### src/rtl/sadd_pkg.sv
// rtl/sadd_pkg.sv - shared FSM type and configuration check for digit_serial_adder
//
// Contents:
//   sadd_state_t  - controller states IDLE / RUN / DONE
//   sadd_cfg_ok() - constant function; true when DIGIT divides WIDTH and 1 <= DIGIT <= WIDTH
package sadd_pkg;

  typedef enum logic [1:0] {
    IDLE = 2'd0,
    RUN  = 2'd1,
    DONE = 2'd2
  } sadd_state_t;

  function automatic bit sadd_cfg_ok(input int width, input int digit);
    return (digit >= 1) && (digit <= width) && ((width % digit) == 0);
  endfunction

endpackage

### src/rtl/digit_serial_adder_if.sv
// rtl/digit_serial_adder_if.sv - operand/result handshake bundle for digit_serial_adder
//
// Parameter: WIDTH - operand and result width
// Signals:
//   in_valid/in_ready   operand handshake (a, b, cin, sub)
//   out_valid/out_ready result handshake (sum, cout, ovf)
// Modports:
//   master - producer of operands / consumer of results
//   slave  - the adder
interface digit_serial_adder_if #(
  parameter int WIDTH = 16
);

  logic             in_valid;
  logic             in_ready;
  logic [WIDTH-1:0] a;
  logic [WIDTH-1:0] b;
  logic             cin;
  logic             sub;
  logic             out_valid;
  logic             out_ready;
  logic [WIDTH-1:0] sum;
  logic             cout;
  logic             ovf;

  modport master (
    output in_valid, a, b, cin, sub, out_ready,
    input  in_ready, out_valid, sum, cout, ovf
  );

  modport slave (
    input  in_valid, a, b, cin, sub, out_ready,
    output in_ready, out_valid, sum, cout, ovf
  );

endinterface

### src/rtl/digit_ripple_adder.sv
// rtl/digit_ripple_adder.sv - combinational DIGIT-bit ripple-carry adder
//
// Parameter: DIGIT - digit width
// Ports:
//   a, b  in  DIGIT  digit operands
//   cin   in  1      carry into bit 0
//   s     out DIGIT  digit sum
//   cout  out 1      carry out of the MSB
//   cmsb  out 1      carry into the MSB (for signed overflow)
module digit_ripple_adder #(
  parameter int DIGIT = 4
) (
  input  logic [DIGIT-1:0] a,
  input  logic [DIGIT-1:0] b,
  input  logic             cin,
  output logic [DIGIT-1:0] s,
  output logic             cout,
  output logic             cmsb
);

  // The chain is walked with a scalar carry variable so each full-adder
  // cell sees the carry of the cell below it.
  always_comb begin
    logic c;
    s    = '0;
    cmsb = cin;
    c    = cin;
    for (int i = 0; i < DIGIT; i++) begin
      if (i == DIGIT - 1) cmsb = c;
      s[i] = a[i] ^ b[i] ^ c;
      c    = (a[i] & b[i]) | (c & (a[i] ^ b[i]));
    end
    cout = c;
  end

endmodule

### src/rtl/digit_serial_adder.sv
// rtl/digit_serial_adder.sv - digit-serial adder/subtractor with valid/ready handshakes
//
// Parameters: WIDTH (operand width), DIGIT (bits per cycle, divides WIDTH)
// Optional feature macro: SADD_SIGNED_OVF_EN (signed overflow output; ovf tied low otherwise)
// Ports:
//   clk    in  rising-edge clock
//   rst_n  in  asynchronous active-low reset
//   bus    slave modport of digit_serial_adder_if:
//          in_valid/in_ready + a, b, cin, sub ; out_valid/out_ready + sum, cout, ovf
module digit_serial_adder
  import sadd_pkg::*;
#(
  parameter int WIDTH = 16,
  parameter int DIGIT = 4
) (
  input  logic                  clk,
  input  logic                  rst_n,
  digit_serial_adder_if.slave   bus
);

  localparam int NDIG = WIDTH / DIGIT;
  localparam int CW   = (NDIG > 1) ? $clog2(NDIG) : 1;
  localparam logic [CW-1:0] LAST = CW'(NDIG - 1);

  if (!sadd_cfg_ok(WIDTH, DIGIT)) begin : g_cfg_err
    $error("digit_serial_adder: WIDTH must be a multiple of DIGIT and 1 <= DIGIT <= WIDTH");
  end

  sadd_state_t      state, state_nx;
  logic             in_ready_c, out_valid_c;
  logic             accept, last;

  logic [WIDTH-1:0] a_q, b_q, sum_q;
  logic             carry_q, cout_q;
  logic [CW-1:0]    cnt_q;

  logic [DIGIT-1:0] d_a, d_b, d_sum;
  logic             d_cout, d_cmsb;

  assign last   = (cnt_q == LAST);
  assign accept = bus.in_valid && in_ready_c;

  // FSM state register
  always_ff @(posedge clk or negedge rst_n) begin
    if (!rst_n) state <= IDLE;
    else        state <= state_nx;
  end

  // FSM next state and handshake outputs
  always_comb begin
    state_nx    = state;
    in_ready_c  = 1'b0;
    out_valid_c = 1'b0;
    case (state)
      IDLE: begin
        in_ready_c = 1'b1;
        if (bus.in_valid) state_nx = RUN;
      end
      RUN: begin
        if (last) state_nx = DONE;
      end
      DONE: begin
        out_valid_c = 1'b1;
        if (bus.out_ready) state_nx = IDLE;
      end
      default: state_nx = IDLE;
    endcase
  end

  // Current digit of the latched operands
  assign d_a = a_q[cnt_q*DIGIT +: DIGIT];
  assign d_b = b_q[cnt_q*DIGIT +: DIGIT];

  digit_ripple_adder #(.DIGIT(DIGIT)) u_digit (
    .a    (d_a),
    .b    (d_b),
    .cin  (carry_q),
    .s    (d_sum),
    .cout (d_cout),
    .cmsb (d_cmsb)
  );

  // Operand latch, carry register, digit counter and result registers.
  // Subtraction is folded into the latch: B is stored inverted and the
  // carry register starts at 1, so RUN only ever adds.
  always_ff @(posedge clk or negedge rst_n) begin
    if (!rst_n) begin
      a_q     <= '0;
      b_q     <= '0;
      carry_q <= 1'b0;
      cnt_q   <= '0;
      sum_q   <= '0;
      cout_q  <= 1'b0;
    end else if (accept) begin
      a_q     <= bus.a;
      b_q     <= bus.sub ? ~bus.b : bus.b;
      carry_q <= bus.sub ? 1'b1 : bus.cin;
      cnt_q   <= '0;
    end else if (state == RUN) begin
      sum_q[cnt_q*DIGIT +: DIGIT] <= d_sum;
      carry_q                     <= d_cout;
      if (last) begin
        cnt_q  <= '0;
        cout_q <= d_cout;
      end else begin
        cnt_q  <= cnt_q + CW'(1);
      end
    end
  end

`ifdef SADD_SIGNED_OVF_EN
  logic ovf_q;

  // Signed overflow: carry into the MSB differs from carry out of it.
  always_ff @(posedge clk or negedge rst_n) begin
    if (!rst_n)                    ovf_q <= 1'b0;
    else if (state == RUN && last) ovf_q <= d_cmsb ^ d_cout;
  end

  assign bus.ovf = ovf_q;
`else
  logic unused_cmsb;
  assign unused_cmsb = d_cmsb;
  assign bus.ovf     = 1'b0;
`endif

  assign bus.in_ready  = in_ready_c;
  assign bus.out_valid = out_valid_c;
  assign bus.sum       = sum_q;
  assign bus.cout      = cout_q;

endmodule

### src/flat_wrapper.sv
// flat-port wrapper written by rule: the top's interface ports become plain ports
module digit_serial_adder_flat import sadd_pkg::*;
#(
  parameter int WIDTH = 16,
  parameter int DIGIT = 4
)
  (clk, rst_n, bus_in_valid, bus_a, bus_b, bus_cin, bus_sub, bus_out_ready, bus_in_ready, bus_out_valid, bus_sum, bus_cout, bus_ovf);
  digit_serial_adder_if #(.WIDTH(WIDTH)) bus_i ();
  input  logic clk;
  input  logic rst_n;
  input wire logic [$bits(bus_i.in_valid)-1:0] bus_in_valid;
  input wire logic [$bits(bus_i.a)-1:0] bus_a;
  input wire logic [$bits(bus_i.b)-1:0] bus_b;
  input wire logic [$bits(bus_i.cin)-1:0] bus_cin;
  input wire logic [$bits(bus_i.sub)-1:0] bus_sub;
  input wire logic [$bits(bus_i.out_ready)-1:0] bus_out_ready;
  output wire logic [$bits(bus_i.in_ready)-1:0] bus_in_ready;
  output wire logic [$bits(bus_i.out_valid)-1:0] bus_out_valid;
  output wire logic [$bits(bus_i.sum)-1:0] bus_sum;
  output wire logic [$bits(bus_i.cout)-1:0] bus_cout;
  output wire logic [$bits(bus_i.ovf)-1:0] bus_ovf;
  assign bus_i.in_valid = bus_in_valid;
  assign bus_i.a = bus_a;
  assign bus_i.b = bus_b;
  assign bus_i.cin = bus_cin;
  assign bus_i.sub = bus_sub;
  assign bus_i.out_ready = bus_out_ready;
  assign bus_in_ready = bus_i.in_ready;
  assign bus_out_valid = bus_i.out_valid;
  assign bus_sum = bus_i.sum;
  assign bus_cout = bus_i.cout;
  assign bus_ovf = bus_i.ovf;
  digit_serial_adder #(.WIDTH(WIDTH), .DIGIT(DIGIT)) u_core (.clk(clk), .rst_n(rst_n), .bus(bus_i));
endmodule
### config.mk
export PLATFORM = sky130hd
export DESIGN_NAME = digit_serial_adder_flat
export DESIGN_NICKNAME = d
export VERILOG_FILES = /design/src/rtl/sadd_pkg.sv /design/src/rtl/digit_serial_adder_if.sv /design/src/rtl/digit_ripple_adder.sv /design/src/rtl/digit_serial_adder.sv /design/src/flat_wrapper.sv
export SDC_FILE = /design/constraint.sdc
export NUM_CORES = 1
export LEC_CHECK = 0
export ABC_AREA = 0
export CORE_UTILIZATION = 50
export DETAILED_ROUTE_END_ITERATION = 7
export PLACE_DENSITY = 0.8
export SYNTH_ARGS = -nofsm -noshare
export SYNTH_HDL_FRONTEND = slang
export SYNTH_SLANG_ARGS = --single-unit
export TNS_END_PERCENT = 1
### constraint.sdc
create_clock -name clk -period 7.63 [get_ports clk]
set_clock_uncertainty 0.1 [all_clocks]
set_input_delay 0.763 -clock clk [delete_from_list [all_inputs] [get_ports clk]]
set_output_delay 0.763 -clock clk [all_outputs]
set_load 0.03 [all_outputs]
==> key figures, run 1 <==
GRT
  • Global Route Usage Sum: 0.1928
  • Met2 Use GR: 0.3301
  • Met3 GRT Util: 0.03810
  • Met1 Use GR: 0.2419
  • Initial antenna violation count: 0
  • GRT Max-Usage Layer: met2
  • Overflow after GRT: 0
  • Largest net degree at the start of global routing: 55
  • First-pass GRT wire length: 8735 µm
  • Vias in the first global route: 1819

Setup path
  • Worst r2r src: u_core.cnt_q[0]
  • Worst Setup End Kind: flop
  • Crit path buffers/inverters: 3
  • CP Launch Type: flop
  • Cell mode on critical path: fa_1
  • R2R Path End: u_core.bus.sum[3]
  • Worst EP arrival: 3.47 ns
  • Slowest-stage cell, CP: dfrtp_1
  • Kind of critical path: flop to flop
  • CP peak stage delay: 0.55 ns
  • Critical path required time: 7.78 ns
  • Top delay family on crit path: adder cells
  • Worst r2r path cells: 9
  • R2R setup slack: 4.32 ns
  • Crit-path cells: buf_4 > mux4_2 > fa_1 > inv_1 > fa_1 > inv_1 > fa_1 > nor4bb_1 > mux2_2
  • CP max FO: 25

STA
  • Fmax: 301.8 MHz
  • Worst slew pin tran: 0.8762 ns
  • Minimum clock period: 3.313 ns
  • Final Cycle Share: 0.4342
  • RSZ-0062 raised after global routing: false
  • # setup viols final: 0
  • Final setup TNS: 0 ns
  • Slew Limit Fails: 0
  • Max-slew headroom: 0.4140
  • Final hold violations: 0

Yosys
  • Post-synth EDFFs: 0
  • Async set or reset register ratio after synthesis: 1.000
  • Mux cell area share after synthesis: 0.2592
  • Syn Nets: 247
  • Area leader, netlist: dfrtp_1
  • Post-Synth Simple-Gate Area: 0.09260
  • Area contributors post-synth: dfrtp_1 48%, mux2_2 19%, mux4_2 6.4%
  • Synth top cells by count: 54 x dfrtp_1, 47 x mux2_2, 16 x xor2_1
  • Mapped Avg Cell Area: 14.19 µm²
  • Register bit total from synthesis: 54
  • Most common cell in the netlist: dfrtp_1
  • Synth Instances: 199
  • Yosys top cell area share: 0.4785
  • Predominant post-synthesis flop cell: dfrtp_1
  • Main combinational cell family by area after synthesis: multiplexers
  • Ys Warns: 0
  • Mapped Area: 0.002824 mm²
  • Post-synthesis cell type count: 28
  • Xor/xnor share of the synthesized area: 0.04962
  • Sequential element share of the synthesized area: 0.4785
  • Synth Area in Compound Gates: 0.01595
  • Adder-Cell Fraction of Synth Area: 0.05494

CTS
  • Worst skew pair latency: 0.31 ns
  • Post-CTS Setup Inserts: 0
  • Gates resized, CTS repair: 0
  • Reg clk slew, reported paths: 0.09 ns
  • CTS H-tree lvls: 2
  • CTS tree: built
  • CTS buffer count: 5
  • CTS Hold Bufs: 0
  • CTS Root Cell: clkbuf_8
  • Clock sinks: 54
  • CTS max path bufs: 2

Routing
  • Initial drt markers: 58
  • Post-DRT Antenna Nets: 0
  • DRC: 0
  • Vias after detailed routing: 1742
  • Drt via density: 5.410
  • Final WL: 5184 µm
  • WL per Instance: 16.10 µm
  • DR pass1 iterations: 4

Floorplan
  • Die Width: 77.15 µm
  • Initial core utilization: 0.5358
  • Rows: 26
  • Die area: 0.005952 mm²
  • Io pins: 58
  • Chip height: 77.15 µm
  • Placeable Area: 0.005270 mm²

Min path
  • Hold path depth: 1
  • Min-delay src: u_core.a_q[8]
  • Worst hold endpoint: u_core.a_q[8]
  • Worst hold path class: flop to flop

Pwr
  • Pwr per Cell Area: 433.9 mW/mm²
  • Int Power: 949.9 µW
  • Clock power share: 0.119
  • Sw Share: 0.3762
  • Power share of the combinational group: 0.539
  • P_sw: 572.9 µW
  • Max VDD drop: 0.0002358 V
  • Leak: 0.001530 µW
  • Flop pwr share: 0.341

Place
  • PortBufs: 56
  • Detail Placement HPWL: 3740 µm
  • Placer Congestion: 0.7450
  • Cells after DPL: 314

Layout
  • Fin cells: 322
  • Area growth syn-to-layout: 24.28%
  • Nets@finish: 299
  • Share of layout cells above drive strength 1: 0.2738
  • Antenna cell count: 0

Status
  • Status: finished clean

Run
  • Max_cap viols: 0
[state kept, by name, indices dropped and copies added, names as in the netlist]
signal           count
u_core.bus.cout      1
u_core.b_q          16
u_core.cnt_q         2
u_core.carry_q       1
u_core.a_q          16
u_core.state         2
u_core.bus.sum      16
[metrics by stage]
stage | hold WS, ns | total power (µW) | setup WS, ns | instance area (µm²) | util
4_1_cts | 0.4093 | 1532 | 4.313 | 3510 | 0.6660
6_report | 0.4043 | 1523 | 4.317 | 3510 | 0.6660
3_5_place_dp | 0.3885 | 1349 | 4.333 | 3400 | 0.6451
5_1_grt | 0.4325 | 1624 | 4.100 | 3510 | 0.6660
2_1_floorplan | 0.3524 | 1120 | 4.478 | 2824 | -
3_3_place_gp | 0.3726 | 1314 | 4.432 | 3400 | 0.6451
[routing by layer]
metal / wire (µm) / share of wire
met5: 0 / 0
met4: 61 / 0.012
met3: 179 / 0.035
met2: 2599 / 0.50
met1: 2344 / 0.45
[area by class of cell]
class / instances / area, µm²
Inverter: 12 / 45.04
Timing Repair Buffer: 59 / 578.1
Fill cell: 395 / 1760
Tap cell: 70 / 87.58
Multi-Input combinational cell: 119 / 1338
Clock buffer: 8 / 110.1
Sequential cell: 54 / 1351
[power groups by stage]
stage | Combinational (µW) | Clock (µW) | Sequential [µW]
finish | 821 | 182 | 520
global route | 891 | 195 | 538
CTS | 827 | 185 | 521
detailed placement | 824 | 0 | 526
global placement | 796 | 0 | 518
floorplan | 596 | 0 | 524
[worst max-delay path by stage]
stage                    start                end  cells past startpoint
2_1_floorplan  u_core.cnt_q[0]  u_core.bus.sum[7]                     10
3_3_place_gp   u_core.cnt_q[0]  u_core.bus.sum[7]                      9
3_5_place_dp   u_core.cnt_q[0]  u_core.bus.sum[7]                      9
4_1_cts        u_core.cnt_q[0]  u_core.bus.sum[7]                      9
5_1_grt        u_core.cnt_q[0]  u_core.bus.sum[3]                      9
6_report       u_core.cnt_q[0]  u_core.bus.sum[3]                      9
[cell families (layout without fill, tap and decap cells)]
logic type,Yosys count,count (layout)
other cells,1,1
fa+ha+maj,10,10
simple gates,29,29
compound gates,6,6
mux,57,57
flops,54,54
buf+inv,26,79
xor+xnor,16,16
[placed cells by master (no fill, tap or decap)]
master and n:
clkbuf_8 8, nor3b_4 1, a221o_1 1, mux2_1 2
and4b_1 2, fa_1 4, ha_1 6, nor2_1 1
mux4_2 8, a21o_1 2, o21ai_0 1, or2_2 1
conb_1 1, buf_2 1, and3b_1 5, nand3b_1 2
o21bai_1 1, o31ai_1 1, dfrtp_1 54, mux2_2 47
xor2_1 16, inv_1 12, nor4bb_1 8, nor4b_1 7
nor2b_1 1, clkdlybuf4s50_1 55, nand2b_1 1, buf_4 3
No activity file was read; power rests on OpenSTA's default activity.
==> inputs of run 2 (changes only) <==
Settings changed: CORE_UTILIZATION 50 to 46, PLACE_DENSITY 0.8 to 0.78.
Clock period 7.63 ns to 2.95 ns, I/O delays scaled along.
==> key figures, run 2 (synthesis gave the netlist of run 1 again) <==
CTS
  • CTS max path bufs: 2 (unchanged)
  • Post-CTS Setup Inserts: 0 (unchanged)
  • Reg clk slew, reported paths: 0.09 ns (about the same)
  • CTS buffer count: 5 (unchanged)
  • CTS Root Cell: clkbuf_8
  • CTS H-tree lvls: 2 (unchanged)
  • Clock sinks: 54 (unchanged)
  • Worst skew pair latency: 0.31 ns (about the same)
  • CTS tree: built

Place
  • Post-Place Worst Slack: -0.1179 ns (-4.451 ns)
  • Detail Placement HPWL: 3747 µm (+0.19%)
  • Post-Place Cell Area: 0.003441 mm² (+1.2%)
  • Placer Congestion: 0.7251 (-2.7%)
  • Cells after DPL: 323 (+2.9%)
  • PortBufs: 56 (unchanged)

Setup path
  • CP max FO: 4 (-84%)
  • CP Launch Type: flop
  • Slowest-stage cell, CP: fa_2
  • CP peak stage delay: 0.48 ns (-0.07 ns)
  • Critical path required time: 3.05 ns (-4.73 ns)
  • R2R setup slack: -0.04 ns (-4.36 ns)
  • Worst EP arrival: 3.09 ns (-0.38 ns)
  • Kind of critical path: flop to flop
  • Crit-path cells: mux4_2 > inv_2 > fa_2 > inv_2 > fa_2 > inv_2 > fa_2 > inv_2 > fa_2 > nor4bb_4 > mux2_4
  • Worst Setup End Kind: flop

Floorplan
  • Die Width: 80.35 µm (+4.1%)
  • Chip height: 80.35 µm (+4.1%)
  • Rows: 28 (+7.7%)
  • Placeable Area: 0.005921 mm² (+12%)
  • Initial core utilization: 0.4770 (-0.05888)
  • Io pins: 58 (unchanged)
  • Die area: 0.006456 mm² (+8.5%)

Layout
  • Core Util, Final: 0.6078 (-0.05818)
  • Antenna cell count: 0 (unchanged)
  • Final-layout fill cell count: 482 (+22%)
  • Nets@finish: 303 (+1.3%)
  • Fin cells: 331 (+2.8%)
  • Final std cell area, no fill: 0.003598 mm² (+2.5%)
  • Most common cell after layout, fill and taps aside: clkdlybuf4s50_1
  • Share of layout cells above drive strength 1: 0.3320 (+0.05822)
  • Area growth syn-to-layout: 27.43%
  • Commonest cells after routing, fill and taps aside: 55 x clkdlybuf4s50_1, 53 x dfrtp_1, 43 x mux2_2

Routing
  • DR pass1 iterations: 4 (unchanged)
  • Final WL: 5097 µm (-1.7%)
  • DRC: 0 (unchanged)
  • Initial drt markers: 44 (-24%)
  • Post-DRT Antenna Nets: 0 (unchanged)
  • WL per Instance: 15.40 µm (-4.4%)
  • Vias after detailed routing: 1750 (+0.46%)
  • Drt via density: 5.287 (-2.3%)

GRT
  • Largest net degree at the start of global routing: 55 (unchanged)
  • First-pass GRT wire length: 8700 µm (-0.40%)
  • Initial antenna violation count: 0 (unchanged)
  • Global Route Usage Sum: 0.1809 (-0.01183)
  • Vias in the first global route: 1819 (unchanged)
  • Overflow after GRT: 0 (unchanged)

STA
  • Max-slew headroom: 0.5555 (+0.1415)
  • Minimum clock period: 2.993 ns (-0.3197 ns)
  • Final Cycle Share: 1.015 (+0.5805)
  • Final hold violations: 5 (+5)
  • Worst slew pin tran: 0.6667 ns (-0.2095 ns)
  • Hold_ws: -0.001818 ns (-0.4062 ns)
  • # setup viols final: 4 (+4)
  • RSZ-0062 raised after global routing: true
  • Worst setup margin: -0.04328 ns (-4.360 ns)
  • Slew Limit Fails: 0 (unchanged)
  • Fmax: 334.1 MHz (+11%)

Pwr
  • Clock power share: 0.099 (-0.020)
  • Flop pwr share: 0.308 (-0.033)
  • Max VDD drop: 0.0006104 V (+160%)
  • Power share of the combinational group: 0.594 (+0.055)
  • Pwr per Cell Area: 1171 mW/mm² (+170%)
  • Leak: 0.001556 µW (+1.7%)
  • P_sw: 1572 µW (+170%)
  • Sw Share: 0.3731 (-0.003090)
  • Int Power: 2641 µW (+180%)

Status
  • Failing checks: negative hold slack, negative setup slack
  • Status: finished, violations left

Run
  • Max_cap viols: 0 (unchanged)

Min path
  • Worst hold path class: input port to asynchronous set/reset pin
-- run 2: worst max-delay path: cells and delay by family, from the launching register on --
family                     cells  cell delay [ns]
adders and majority gates      4             1.33
DFF                            1             0.44
and+or+nand+nor                1             0.17
buffers and inverters          4             0.22
muxes                          2             0.63
-- run 2: per-stage QoR --
step           setup TNS (ns)  power (µW)
6_report              -0.1529        4213
5_1_grt               -0.5671        4514
4_1_cts               -0.4405        4067
3_5_place_dp          -0.3717        3549
3_3_place_gp         -0.01501        3492
2_1_floorplan         -0.1721        2938
-- run 2: final cells by class --
| cell class | instances | area [µm²] | area share |
|---|---|---|---|
| timing repair buffer | 63 | 608.1 | 0.1690 |
| tap | 75 | 93.84 | 0.02608 |
| clock buffer | 7 | 86.33 | 0.02399 |
| multi-input combinational | 119 | 1408 | 0.3912 |
| clock inverter | 1 | 5.005 | 0.001391 |
| inverter | 12 | 45.04 | 0.01252 |
| sequential | 54 | 1353 | 0.3759 |
-- run 2: power groups by stage --
stage          logic (µW)  clock network [µW]  registers [µW]
2_1_floorplan        1580                   0            1360
4_1_cts              2340                 427            1300
3_5_place_dp         2230                   0            1320
5_1_grt              2700                 463            1350
6_report             2500                 415            1300
3_3_place_gp         2180                   0            1310
-- run 2: final timing paths --
check | start | endpoint | cells past startpoint
setup reg to reg | u_core.cnt_q[0] | u_core.bus.sum[15] | 11
hold reg to reg | u_core.a_q[10] | u_core.a_q[10] | 1
max in group asynchronous | rst_n | u_core.cnt_q[0] | 2
setup / recovery | u_core.cnt_q[0] | u_core.bus.sum[15] | 11
min in group clk | u_core.a_q[10] | u_core.a_q[10] | 1
hold / removal | rst_n | u_core.bus.sum[7] | 2
-- run 2: what timing repair did --
item	in CTS	in global routing
resized for setup	9	7
hold buffers	0	0
pin swaps	4	1
setup endpoints to repair	5	5
-- run 2: per-layer routing --
| metal | GRT usage | wire length [µm] | vias to the layer above | share of wire |
|---|---|---|---|---|
| met3 | 0.05000 | 188 | 4 | 0.037 |
| li1 | - | - | 825 | - |
| met2 | 0.3059 | 2591 | 37 | 0.51 |
| met1 | 0.2365 | 2292 | 884 | 0.45 |
| met4 | 0.02679 | 25 | 0 | 0.0049 |
| met5 | 0 | 0 | - | 0 |
==> inputs of run 3 (changes only) <==
Clock period 2.95 ns to 2.75 ns, I/O delays scaled along.
==> key figures, run 3 (synthesis gave the netlist of run 1 again) <==
Setup path
  • CP peak stage delay: 0.46 ns (-0.02 ns)
  • Crit-path cells: mux4_2 > inv_2 > fa_2 > inv_2 > fa_2 > inv_2 > fa_2 > inv_2 > fa_2 > and4b_1 > mux2_4
  • Slowest-stage cell, CP: fa_2
  • Kind of critical path: flop to flop
  • Critical path required time: 2.84 ns (-0.21 ns)
  • Worst Setup End Kind: flop
  • CP Launch Type: flop
  • Worst EP arrival: 3.07 ns (-0.02 ns)
  • CP max FO: 4 (unchanged)
  • R2R setup slack: -0.23 ns (-0.18 ns)

Layout
  • Commonest cells after routing, fill and taps aside: 55 x clkdlybuf4s50_1, 53 x dfrtp_1, 44 x mux2_2
  • Nets@finish: 307 (+1.3%)
  • Share of layout cells above drive strength 1: 0.3462 (+0.01412)
  • Most common cell after layout, fill and taps aside: clkdlybuf4s50_1
  • Core Util, Final: 0.6175 (+0.009721)
  • Area growth syn-to-layout: 29.46%
  • Antenna cell count: 0 (unchanged)

Floorplan
  • Rows: 28 (unchanged)
  • Initial core utilization: 0.4770 (unchanged)
  • Die area: 0.006456 mm² (unchanged)
  • Placeable Area: 0.005921 mm² (unchanged)
  • Io pins: 58 (unchanged)
  • Die Width: 80.35 µm (unchanged)
  • Chip height: 80.35 µm (unchanged)

CTS
  • CTS tree: built
  • CTS max path bufs: 2 (unchanged)
  • CTS buffer count: 5 (unchanged)
  • Worst skew pair latency: 0.30 ns (about the same)
  • Clock sinks: 54 (unchanged)
  • CTS H-tree lvls: 2 (unchanged)
  • CTS Root Cell: clkbuf_8
  • Reg clk slew, reported paths: 0.09 ns (about the same)

Pwr
  • Pwr Total: 4633 µW (+10%)
  • Max VDD drop: 0.0006481 V (+6.2%)
  • Leak: 0.001577 µW (+1.3%)
  • Pwr per Cell Area: 1267 mW/mm² (+8.2%)

GRT
  • Vias in the first global route: 1910 (+5.0%)
  • First-pass GRT wire length: 9170 µm (+5.4%)
  • Initial antenna violation count: 0 (unchanged)
  • Global Route Usage Sum: 0.1917 (+0.01071)
  • Largest net degree at the start of global routing: 36 (-35%)
  • Overflow after GRT: 0 (unchanged)

Routing
  • Vias after detailed routing: 1769 (+1.1%)
  • DR pass1 iterations: 4 (unchanged)
  • Post-DRT Antenna Nets: 0 (unchanged)
  • WL per Instance: 16.14 µm (+4.8%)
  • DRC: 0 (unchanged)
  • Initial drt markers: 39 (-11%)
  • Drt via density: 5.281 (-0.12%)
  • Final WL: 5406 µm (+6.1%)

STA
  • # setup viols final: 5 (+1)
  • Worst slew pin tran: 0.6844 ns (+0.01768 ns)
  • Slew Limit Fails: 0 (unchanged)
  • Final Cycle Share: 1.083 (+0.06810)
  • Fmax: 335.8 MHz (+0.53%)
  • Final hold violations: 0 (-5)
  • Max-slew headroom: 0.5437 (-0.01179)
  • RSZ-0062 raised after global routing: true
  • Worst setup margin: -0.2276 ns (-0.1844 ns)
  • Minimum clock period: 2.978 ns (-0.01565 ns)

Place
  • Detail Placement HPWL: 4063 µm (+8.4%)
  • Placer Congestion: 0.7364 (+1.6%)
  • Post-Place Worst Slack: -0.2822 ns (-0.1643 ns)
  • PortBufs: 56 (unchanged)

Run
  • Max_cap viols: 0 (unchanged)

Min path
  • Worst hold path class: flop to flop

Status
  • Status: finished, violations left
  • Failing checks: negative setup slack
-- run 3: stage by stage --
step                      setup TNS (ns)  cell area (µm²)  hold WS, ns  cells
after floorplan                   -1.134             2839      -0.1206    199
after global placement           -0.9987             3456       0.2143    325
after detailed placement          -1.326             3456       0.2357    325
after CTS                        -0.9911             3607       0.4173    335
after global routing              -1.510             3656       0.4345    335
final                            -0.9119             3656       0.4142    335
-- run 3: cell type report --
class                           count  area [µm²]
Fill cell                         489        2265
Sequential cell                    54        1353
Clock inverter                      1       30.03
Tap cell                           75       93.84
Inverter                           12       45.04
Clock buffer                        7       76.32
Timing Repair Buffer               67       644.4
Multi-Input combinational cell    119        1414
-- run 3: where the power goes --
| group | switching (µW) | leakage [µW] | internal (µW) |
|---|---|---|---|
| Clock | 249 | 0.0000524 | 273 |
| Combinational | 1230 | 0.000856 | 1480 |
| Sequential | 248 | 0.000668 | 1150 |
-- run 3: critical path, delay by kind of cell (launching register included) --
family	cells	cell delay, ns
fa+ha+maj	4	1.31
mux	2	0.59
flops	1	0.45
simple gates	1	0.21
buf+inv	4	0.20
-- run 3: metal layers --
metal,global-route usage,vias up,part of all wire
met5,0,-,0
met4,0.05893,0,0.013
met3,0.03636,7,0.039
met2,0.3415,47,0.52
met1,0.2327,896,0.43
li1,-,819,-
-- run 3: path summary, 6_finish.rpt --
| check | start | to | cells after the start |
|---|---|---|---|
| worst max register to register | u_core.cnt_q[0] | u_core.bus.sum[7] | 11 |
| worst min register to register | u_core.a_q[8] | u_core.a_q[8] | 1 |
| min in group asynchronous | rst_n | u_core.a_q[0] | 2 |
| worst min-delay path | u_core.a_q[8] | u_core.a_q[8] | 1 |
| worst max-delay path | u_core.cnt_q[0] | u_core.bus.sum[7] | 11 |
| max in group asynchronous | rst_n | u_core.a_q[14] | 3 |
-- run 3: what timing repair did --
action                                 4_1_cts  5_1_grt
setup buffers                                1        0
pin swaps                                    3        1
setup endpoints to repair                   10        9
endpoints found under the hold margin       26        0
resized for setup                           11        7
hold buffers                                 1        0
